**src/rtl/coord_uart_packer.sv**
```systemverilog
// Frames a coordinate snapshot into a fixed-length UART packet and paces bytes into uart_tx.
// Optional macro THRESH_ECHO_EN appends the four threshold bytes of thr_in before the checksum.
module coord_uart_packer #(
  parameter int UART_BPS = 9600,
  parameter int CLK_FREQ = 50_000_000,
  parameter int GAP_BITS = 11
) (
  input  logic        clk,
  input  logic        rst,
  input  logic        coord_vld,
  input  logic [10:0] coord_x,
  input  logic [10:0] coord_y,
  input  logic        found,
  input  logic [31:0] thr_in,
  output logic [7:0]  tx_data,
  output logic        tx_trig,
  output logic        busy,
  output logic        pkt_done,
  output logic        pkt_drop
);
  localparam int BIT_CNT = CLK_FREQ / UART_BPS;
  localparam int GAP     = BIT_CNT * GAP_BITS;
  localparam int CW      = $clog2(GAP + 1);
`ifdef THRESH_ECHO_EN
  localparam int NBYTES  = 12;
`else
  localparam int NBYTES  = 8;
`endif
  localparam logic [3:0] LAST = 4'(NBYTES - 1);

  localparam logic [1:0] IDLE = 2'd0;
  localparam logic [1:0] SEND = 2'd1;
  localparam logic [1:0] WAIT = 2'd2;
  localparam logic [1:0] DONE = 2'd3;

  logic [1:0]    state;
  logic [3:0]    idx;
  logic [3:0]    sel;
  logic [CW-1:0] gap_cnt;
  logic [10:0]   snap_x, snap_y;
  logic          snap_f;
  logic [7:0]    csum;
  logic [7:0]    nxt_byte;

`ifdef THRESH_ECHO_EN
  logic [31:0]   snap_thr;
`else
  logic          unused_thr;
  assign unused_thr = ^thr_in;
`endif

  // Handshake outputs are pure state decodes, so they are 0 straight after reset.
  assign tx_trig  = (state == SEND);
  assign pkt_done = (state == DONE);
  assign busy     = (state != IDLE);
  assign pkt_drop = coord_vld && (state != IDLE);

  always_comb begin
    csum = {7'b0, snap_f} + {5'b0, snap_x[10:8]} + snap_x[7:0]
         + {5'b0, snap_y[10:8]} + snap_y[7:0];
`ifdef THRESH_ECHO_EN
    csum = csum + snap_thr[31:24] + snap_thr[23:16] + snap_thr[15:8] + snap_thr[7:0];
`endif
  end

  // Byte following the current one; B0 is loaded directly on acceptance.
  assign sel = idx + 4'd1;
  always_comb begin
    nxt_byte = 8'h00;
    case (sel)
      4'd0: nxt_byte = 8'h55;
      4'd1: nxt_byte = 8'hAA;
      4'd2: nxt_byte = {7'b0, snap_f};
      4'd3: nxt_byte = {5'b0, snap_x[10:8]};
      4'd4: nxt_byte = snap_x[7:0];
      4'd5: nxt_byte = {5'b0, snap_y[10:8]};
      4'd6: nxt_byte = snap_y[7:0];
`ifdef THRESH_ECHO_EN
      4'd7:  nxt_byte = snap_thr[31:24];
      4'd8:  nxt_byte = snap_thr[23:16];
      4'd9:  nxt_byte = snap_thr[15:8];
      4'd10: nxt_byte = snap_thr[7:0];
      4'd11: nxt_byte = csum;
`else
      4'd7: nxt_byte = csum;
`endif
      default: nxt_byte = 8'h00;
    endcase
  end

  always_ff @(posedge clk) begin
    if (rst) begin
      state   <= IDLE;
      idx     <= '0;
      gap_cnt <= '0;
      tx_data <= '0;
    end else begin
      case (state)
        IDLE: if (coord_vld) begin
          idx     <= '0;
          tx_data <= 8'h55;
          state   <= SEND;
        end
        SEND: begin
          gap_cnt <= CW'(1);
          state   <= WAIT;
        end
        WAIT: if (gap_cnt == CW'(GAP - 1)) begin
          gap_cnt <= '0;
          if (idx == LAST) state <= DONE;
          else begin
            idx     <= sel;
            tx_data <= nxt_byte;
            state   <= SEND;
          end
        end else begin
          gap_cnt <= gap_cnt + 1'b1;
        end
        default: state <= IDLE;
      endcase
    end
  end

  // Snapshot only loads on an accepted strobe, isolating queued bytes from live inputs.
  always_ff @(posedge clk) begin
    if (!rst && state == IDLE && coord_vld) begin
      snap_x   <= coord_x;
      snap_y   <= coord_y;
      snap_f   <= found;
`ifdef THRESH_ECHO_EN
      snap_thr <= thr_in;
`endif
    end
  end
endmodule

```
**config.mk**
```make
export PLATFORM = sky130hd
export DESIGN_NAME = coord_uart_packer
export DESIGN_NICKNAME = d
export VERILOG_FILES = /design/src/rtl/coord_uart_packer.sv
export SDC_FILE = /design/constraint.sdc
export NUM_CORES = 1
export LEC_CHECK = 0
export ABC_AREA = 1
export CAP_MARGIN = 15
export CORE_MARGIN = 1
export CORE_UTILIZATION = 46
export DETAILED_ROUTE_END_ITERATION = 10
export GPL_ROUTABILITY_DRIVEN = 1
export PLACE_DENSITY_LB_ADDON = 0.12
export SLEW_MARGIN = 20
export SYNTH_ARGS = -nofsm -noshare
export SYNTH_HDL_FRONTEND = slang
export SYNTH_SLANG_ARGS = --single-unit
```
**constraint.sdc**
```tcl
create_clock -name clk -period 2.7 [get_ports clk]
set_input_delay 0.54 -clock clk [delete_from_list [all_inputs] [get_ports clk]]
set_output_delay 0.54 -clock clk [all_outputs]
set_load 0.01 [all_outputs]
```
-- Word-level counts from Yosys, hierarchy flattened
Cells that the tools add are included.
- output and inout bits: 12
- register bits after elaboration: 53
- input bits: 58
- reduce and logical (&&, ||, !) cells: 11
- multiplexer cells: 15
- $add $sub $neg: 6
- equality and inequality tests: 15
- operators by type and width (cell ; number):
    $pmux W8 S8 ; 1
    $pmux W16 S2 ; 1
    $mux W8 ; 3
    $eq A4 B3 Y1 const B ; 5
    $add A16 B1 Y16 const B ; 1
    $eq A16 B16 Y1 const B ; 1
    $mux W16 ; 1
    $pmux W8 S2 ; 1
    $mux W4 ; 3
    $add A4 B8 Y8 ; 1
    $add A8 B3 Y8 ; 1
    $add A8 B8 Y8 ; 1
    $eq A4 B2 Y1 const B ; 2
    $pmux W4 S2 ; 1
    $mux W2 ; 3
    $ne A2 B2 Y1 const B ; 3
    $pmux W2 S3 ; 1
    $reduce_bool A2 Y1 ; 3
    $add A1 B3 Y4 ; 1
    $add A4 B1 Y4 const B ; 1
    $eq A2 B2 Y1 const B ; 2
    $eq A4 B1 Y1 const B ; 1
    $logic_not A4 Y1 ; 1
    $reduce_and A4 Y1 ; 1
    other kinds (5) ; 7

-- Longest topological paths before layout
Gate-level depths: netlist of the first run.
- depth after elaboration: 8
- gate-level depth with buffers: 17
- depth with buffers taken out: 17

-- Least setup slack after synthesis of the first run
Ideal clock, no wire load.
- path kind: input-to-reg
- start: input rst
- end: register snap_f, enable pin
- stages: 2
- slack: -0.118 ns
- library setup time: 0.432 ns
- arrival: 2.386 ns
- data required time: 2.268 ns
- cell sequence: clkbuf_1 nor3_1
- longest elaborated chain between the ends: 3
- ends and longest elaborated chain (what ; line ; text):
    start, declared ; 9 ; input logic rst,
    $logic_not A1 Y1 ; 126 ; if (!rst && state == IDLE && coord_vld) begin
    $logic_and A1 B1 Y1 (2 in series) ; 126 ;
    end signal, assigned ; 129 ; snap_f <= found;
    end, declared ; 41 ; logic snap_f;
Every way passes these cells.
A chain may end at the register's enable or synchronous reset.

-- Worst setup path in the final report of the first run
- start: register snap_y[1]
- end: register tx_data[5]
- longest elaborated chain between the ends: 5
- ends and longest elaborated chain (what ; line ; text):
    start, declared ; 40 ; logic [10:0] snap_x, snap_y;
    start signal, assigned ; 128 ; snap_y <= coord_y;
    $add A8 B8 Y8 ; 60 ; + {5'b0, snap_y[10:8]} + snap_y[7:0];
    $pmux W8 S8 ; 70 ; case (sel)
    $mux W8 ; 110 ; if (idx == LAST) state <= DONE;
    $mux W8 ; 108 ; WAIT: if (gap_cnt == CW'(GAP - 1)) begin
    $pmux W8 S2 ; 98 ; case (state)
    end signal, assigned ; 113 ; tx_data <= nxt_byte;
    end, declared ; 15 ; output logic [7:0] tx_data,
Every way passes these cells. The select of a mux whose other input is x is not followed.

==> results of run 1 <==
## registers in the layout, summed over array words and instances (netlist names)
signal,flops
gap_cnt,16
snap_x,11
snap_y,11
tx_data,8
idx,4
state,2
snap_f,1
## layer usage
metal / up-vias / global-route usage, %
li1: 1395 / -
met1: 1215 / 28.2
met4: 0 / 6.06
met3: 6 / 3.31
met2: 64 / 30.6
met5: - / 0
## per-stage QoR
step	instance area (sq um)	hold WS (ps)	power, mW	util [%]	setup TNS, ps
CTS	3850	472	2.55	56.9	-206
floorplan	3200	452	1.66	-	0
global placement	3720	454	2.00	55.1	-291
finish	3920	469	2.62	58.0	-154
global route	3920	498	2.81	58.0	-843
detailed placement	3720	455	2.03	55.1	-501
## logic make-up after synthesis
kind of cell | synth area share (%)
simple gates | 24.8
buf+inv | 8.26
flops | 40.4
compound gates | 8.85
fa+ha+maj | 14.2
xor+xnor | 3.48
## final cells by class
type                    instances  area [sq um]
repair buffers                 52           483
well taps                      80           100
inverters                      60           225
clock inverters                 3          20.0
multi-input cells             271          1730
flip-flops and latches         53          1290
clock buffers                   5          68.8
fillers                       653          2840
## power groups by stage
stage / Sequential [mW] / Clock (mW) / Combinational (mW)
CTS: 1.01 / 0.488 / 1.05
global route: 1.02 / 0.521 / 1.27
floorplan: 1.02 / 0 / 0.638
finish: 1.01 / 0.472 / 1.14
detailed placement: 1.03 / 0 / 1.00
global placement: 1.03 / 0 / 0.971
## cell usage in the layout, fill, tap and decap left out, types with 2 or more instances in the layout
cell | Yosys | layout
xnor2_2 | 1 | 3
xnor2_1 | 5 | 3
o21ai_0 | 15 | 12
nor3_2 | 2 | 3
o21ai_1 | 1 | 4
a21oi_2 | 0 | 3
nand3_2 | 1 | 4
a21oi_1 | 24 | 21
dfxtp_1 | 30 | 30
nor2_1 | 37 | 37
nor3_1 | 10 | 8
clkbuf_8 | 0 | 5
edfxtp_1 | 23 | 23
ha_2 | 0 | 2
nand3_1 | 23 | 20
fa_2 | 0 | 3
inv_2 | 3 | 9
clkdlybuf4s50_1 | 0 | 37
nand4_1 | 16 | 16
nor2_2 | 2 | 2
nand2_1 | 81 | 78
a211oi_1 | 3 | 3
buf_4 | 2 | 15
nand2_2 | 2 | 5
inv_1 | 57 | 51
fa_1 | 7 | 4
xor2_1 | 4 | 4
ha_1 | 25 | 22
o211ai_1 | 6 | 6
## worst max-delay path by stage
stage | startpoint | cells past startpoint | end
2_1_floorplan | snap_x[1]$_DFFE_PP_ | 17 | tx_data[5]$_SDFFE_PP0P_
3_3_place_gp | snap_x[1]$_DFFE_PP_ | 17 | tx_data[5]$_SDFFE_PP0P_
3_5_place_dp | snap_x[1]$_DFFE_PP_ | 17 | tx_data[5]$_SDFFE_PP0P_
4_1_cts | snap_y[1]$_DFFE_PP_ | 17 | tx_data[5]$_SDFFE_PP0P_
5_1_grt | snap_y[1]$_DFFE_PP_ | 17 | tx_data[5]$_SDFFE_PP0P_
6_report | snap_y[1]$_DFFE_PP_ | 17 | tx_data[5]$_SDFFE_PP0P_
## worst max-delay path, cell delays in order (launching register included)
cell      delay [ps]
edfxtp_1         370
inv_2             50
fa_1             540
fa_1             410
inv_1             70
ha_2             180
inv_2             40
fa_2             350
inv_2             80
nand3_2           70
nand2_1           70
nand2_1           50
nand2_1           60
nor2_1            40
nor2_1           100
nand3_1           80
nand2_1           60
a21oi_1           50
## what timing repair did
item | in CTS | in global routing
buffers inserted | 2 | 2
pin swaps | 9 | 16
setup endpoints to repair | 3 | 6
hold endpoints to repair | 0 | 0
resized for setup | 8 | 19
==> summary.md, run 1 <==
| Metric | Value |
|---|---|
| Status | `finished, violations left` |
| Failing checks | `setup timing` |
| CTS Hold Bufs | `0` |
| Slew Viols, Final | `0` |
| CTS tree | `done` |
| Crit share post-route | `102%` |
| Die width | `85.3 um` |
| GRT Total Usage | `19.7%` |
| Drt pass-1 iters | `5` |
| Hold Startpoint | `tx_data[3]$_SDFFE_PP0P_` |
| Fin crit period | `2760 ps` |
| Worst-path clk slew | `110 ps` |
| CP Max Fanout | `2` |
| Critical Path Source Type | `register` |
| Non-Filler Instances | `524` |
| Gate power share | `43.5%` |
| Hold Path Class | `register to register` |
| Leakage power | `1.62 nW` |
| Worst slew margin | `61.6%` |
| Synthesis-to-layout area growth | `22.6%` |
| DR WL/cell | `13.1 um` |
| Overflow after GRT | `0` |
| Unique cell type count in the Yosys netlist | `33` |
| Core area | `0.00676 sq mm` |
| Met3 Wirelength | `302 um` |
| CTS buffer count | `5` |
| Maxcap violations | `0` |
| Inst Count DP | `512` |
| Post-synth EDFFs | `23` |
| Cell count after synthesis | `390` |
| Met1 WL | `3300 um` |
| Largest net degree at the start of global routing | `24` |
| Most instantiated cells after synthesis | `81 x nand2_1, 57 x inv_1, 37 x nor2_1` |
| # diodes | `0` |
| Post-route ant nets | `0` |
| Synth warnings | `0` |
| I/O pins | `70` |
| Seq pwr share | `38.5%` |
| WL met2 | `3190 um` |
| Clk buf depth | `2` |
| Vias in the first global route | `2,381` |
| Final worst slack | `-65.0 ps` |
| Final setup vio count | `3` |
| Reg2reg setup slack | `-60 ps` |
| Hold path depth | `2` |
| Critical R2R Capture | `tx_data[5]$_SDFFE_PP0P_` |
| DRT Wirelength | `6860 um` |
| Predominant post-synthesis flop cell | `dfxtp_1` |
| Initial Util | `47.3%` |
| Die ar. | `0.00728 sq mm` |
| Final hold vios | `0` |
| Row Count | `30` |
| Global-route wire length before repair | `11,300 um` |
| Worst reg2reg startpoint | `snap_y[1]$_DFFE_PP_` |
| I/O Buffers | `37` |
| Worst VDD drop | `312 uV` |
| Clock skew | `14.9 ps` |
| WP data required | `2920 ps` |
| Clock power share | `18.0%` |
| Worst skew pair latency | `320 ps` |
| Layout cell share with drive strength beyond 1 | `14.0%` |
| Asr flop ratio synth | `0%` |
| WS Path Type | `register to register` |
| Clock Sink Count | `53` |
| DP Wirelength | `5010 um` |
| Clock tree root buffer cell | `clkbuf_8` |
| Cell taking the most area after synthesis | `edfxtp_1` |
| Worst Hold End | `tx_data[3]$_SDFFE_PP0P_` |
| Peak Freq | `362 MHz` |
| Pwr dens | `669 mW/mm^2` |
| Syn nets | `480` |
| Unrepaired setup endpoints after global routing | `yes` |
| Psw | `0.996 mW` |
| Max layer used | `met4` |
| Slew @ Worst Pin | `575 ps` |
| Count leader, synth | `nand2_1` |
| Setup Slack @ Placement | `-198 ps` |
| Crit end category | `register` |
| Critical Path AT | `2990 ps` |
| H-tree Lvls | `2` |
| Initial antenna violation count | `0` |
| Net Sw Frac | `38.0%` |
| Int Power | `1.63 mW` |
| R2R cell count | `17` |
| FF+latch count, synth | `53` |
| Die Y | `85.3 um` |
| Residual DRC count | `0` |
| Total number of vias | `2,680` |
| Synth top area share | `21.6%` |
| Seq/Total Area, Yosys | `40.4%` |
| GP Congestion | `0.817` |
| Initial DRC Count | `200` |
| NumNets Final | `533` |
| Post-Syn Area per Cell | `8.19 sq um` |
| Top cells by area, synth | `edfxtp_1 22%, dfxtp_1 19%, ha_1 9.8%` |
| Cell Area, Synth | `0.00320 sq mm` |
| Vias/cell | `5.11` |
Power figures use the tool's default switching activity.
==> run 2, diff against run 1 <==
--- a/config.mk
+++ b/config.mk
@@ -12,6 +12,7 @@
 export DETAILED_ROUTE_END_ITERATION = 10
 export GPL_ROUTABILITY_DRIVEN = 1
 export PLACE_DENSITY_LB_ADDON = 0.12
+export REMOVE_ABC_BUFFERS = 1
 export SLEW_MARGIN = 20
 export SYNTH_ARGS = -nofsm -noshare
 export SYNTH_HDL_FRONTEND = slang
==> summary.md, run 2 (synthesized netlist as in run 1, its figures left out) <==
| Metric | Value |
|---|---|
| Status | `finished, violations left (unchanged)` |
| Failing checks | `setup timing (unchanged)` |
| Die width | `85.3 um (unchanged)` |
| Initial antenna violation count | `0 (unchanged)` |
| CTS buffer count | `5 (unchanged)` |
| Largest net degree at the start of global routing | `24 (unchanged)` |
| Clock power share | `18.3% (was 18.0%)` |
| NumNets Final | `533 (unchanged)` |
| CP Max Fanout | `2 (unchanged)` |
| Initial Util | `47.3% (unchanged)` |
| Peak Freq | `356 MHz (was 362 MHz)` |
| GRT Total Usage | `19.9% (was 19.7%)` |
| Area of the multi-input gates | `0.00167 sq mm (was 0.00173 sq mm)` |
| I/O pins | `70 (unchanged)` |
| H-tree Lvls | `2 (unchanged)` |
| Post-route ant nets | `0 (unchanged)` |
| Synthesis-to-layout area growth | `20.8% (was 22.6%)` |
| Layout cell share with drive strength beyond 1 | `11.3% (was 14.0%)` |
| Unrepaired setup endpoints after global routing | `yes (unchanged)` |
| GP Congestion | `0.818 (was 0.817)` |
| Pwr dens | `650 mW/mm^2 (was 669 mW/mm^2)` |
| Total number of vias | `2,714 (was 2,680)` |
| Initial DRC Count | `137 (was 200)` |
| Maxcap violations | `0 (unchanged)` |
| GRT met2 Usage | `33.0% (was 30.6%)` |
| Worst slew margin | `68.3% (was 61.6%)` |
| Die ar. | `0.00728 sq mm (unchanged)` |
| Vias/cell | `5.18 (was 5.11)` |
| Vias in the first global route | `2,530 (was 2,381)` |
| Crit end category | `register (unchanged)` |
| Slew Viols, Final | `0 (unchanged)` |
| Critical Path Source Type | `register (unchanged)` |
| WS Path Type | `register to register (unchanged)` |
| Worst-path clk slew | `100 ps (was 110 ps)` |
| Fillcell total | `624 (was 653)` |
| Setup TNS | `-241 ps (was -154 ps)` |
| CTS Hold Bufs | `0 (unchanged)` |
| FF/Latch Area | `0.00129 sq mm (unchanged)` |
| Final setup vio count | `3 (unchanged)` |
| Regs by FF count | `gap_cnt x16, snap_x x11, snap_y x11 (unchanged)` |
| Commonest non-fill, non-tap cell in the layout | `nand2_1 (unchanged)` |
| Clock Sink Count | `53 (unchanged)` |
| Clock skew | `12.9 ps (was 14.9 ps)` |
| Net Sw Frac | `37.2% (was 38.0%)` |
| Drt pass-1 iters | `4 (was 5)` |
| WP data required | `2920 ps (about the same)` |
| Design Power | `2.51 mW (was 2.62 mW)` |
| Psw | `0.935 mW (was 0.996 mW)` |
| Overflow after GRT | `0 (unchanged)` |
| Residual DRC count | `0 (unchanged)` |
| DR WL/cell | `12.8 um (was 13.1 um)` |
| Gate power share | `41.5% (was 43.5%)` |
| Fin crit period | `2810 ps (was 2760 ps)` |
| Final worst slack | `-109 ps (was -65.0 ps)` |
| Global-route wire length before repair | `11,400 um (was 11,300 um)` |
| Met3 Use GR | `3.31% (unchanged)` |
| Final hold vios | `0 (unchanged)` |
| GRT busiest layer | `met2 (unchanged)` |
| Most frequent cells in the layout | `81 x nand2_1, 52 x inv_1, 37 x nor2_1, 37 x clkdlybuf4s50_1, 30 x dfxtp_1 (was 78 x nand2_1, 51 x inv_1, 37 x nor2_1, 37 x clkdlybuf4s50_1, 30 x dfxtp_1)` |
| Clock tree root buffer cell | `clkbuf_8 (unchanged)` |
| Most flop-heavy register | `gap_cnt (unchanged)` |
| Met1 usage | `27.0% (was 28.2%)` |
| Die Y | `85.3 um (unchanged)` |
| Crit share post-route | `104% (was 102%)` |
| CTS tree | `done (unchanged)` |
| Max reg flops | `16 (unchanged)` |
| Core area | `0.00676 sq mm (unchanged)` |
| I/O Buffers | `37 (unchanged)` |
| Row Count | `30 (unchanged)` |
| Clk buf depth | `2 (unchanged)` |
| Int Power | `1.58 mW (was 1.63 mW)` |
| # diodes | `0 (unchanged)` |
| Leakage power | `1.60 nW (was 1.62 nW)` |
| Setup Slack @ Placement | `-185 ps (was -198 ps)` |
| Critical Path AT | `3030 ps (was 2990 ps)` |
| Seq pwr share | `40.3% (was 38.5%)` |
| Slew @ Worst Pin | `474 ps (was 575 ps)` |
| Hold Path Class | `register to register (unchanged)` |
| DRT Wirelength | `6700 um (was 6860 um)` |
| Worst skew pair latency | `310 ps (was 320 ps)` |
| Worst VDD drop | `288 uV (was 312 uV)` |
| DP Wirelength | `5070 um (was 5010 um)` |
run 2: cell counts in the layout (fill, tap and decap cells not counted):
Identical to the previous run, type by type.
run 2: worst paths after layout:
path | from | to | slack [ps] | cells past startpoint
hold / removal | tx_data[3]$_SDFFE_PP0P_ | tx_data[3]$_SDFFE_PP0P_ | 480 | 2
hold reg to reg | tx_data[3]$_SDFFE_PP0P_ | tx_data[3]$_SDFFE_PP0P_ | 480 | 2
setup reg to reg | snap_y[1]$_DFFE_PP_ | tx_data[5]$_SDFFE_PP0P_ | -110 | 17
setup / recovery | snap_y[1]$_DFFE_PP_ | tx_data[5]$_SDFFE_PP0P_ | -110 | 17
run 2: routing by layer:
metal  part of all wire, %  routed length, um  vias up
li1                      -                  -     1392
met4                   1.2                 80        0
met5                     0                  0        -
met3                   4.4                293        8
met1                    48               3250     1243
met2                    46               3080       71
run 2: repair_timing:
action / 4_1_cts / 5_1_grt
gates resized for setup: 9 / 5
pin swaps: 12 / 17
buffers inserted: 0 / 3
setup endpoints to repair: 3 / 6
run 2: worst max-delay path: stages (launching register included):
cell and delay, ps:
edfxtp_1 370, inv_2 50, fa_1 540, fa_1 420, inv_1 80, ha_2 180
inv_2 40, fa_2 350, inv_2 80, nand3_2 70, nand2_1 80, nand2_1 40
nand2_1 50, nor2_1 40, nor2_1 120, nand3_1 90, nand2_1 70, a21oi_1 50
run 2: cell type report:
type / instances / area share (%)
Inverter: 60 / 5.83
Multi-Input combinational cell: 271 / 43.3
Tap cell: 80 / 2.59
Timing Repair Buffer: 52 / 12.5
Clock inverter: 3 / 0.518
Sequential cell: 53 / 33.4
Clock buffer: 5 / 1.78
run 2: per-stage QoR:
step | instances | cell area, sq um | hold slack, ps | utilization, %
after floorplan | 384 | 3160 | 452 | -
after global placement | 513 | 3720 | 454 | 55.1
after detailed placement | 513 | 3720 | 459 | 55.1
after CTS | 521 | 3830 | 475 | 56.7
after global routing | 524 | 3860 | 505 | 57.1
final | 524 | 3860 | 482 | 57.1
run 2: power groups by stage:
stage	sequential, mW	combinational, mW	clock (mW)
6_report	1.01	1.04	0.459
5_1_grt	1.02	1.18	0.512
4_1_cts	1.01	1.02	0.480
3_5_place_dp	1.03	0.985	0
3_3_place_gp	1.03	0.962	0
2_1_floorplan	1.02	0.628	0
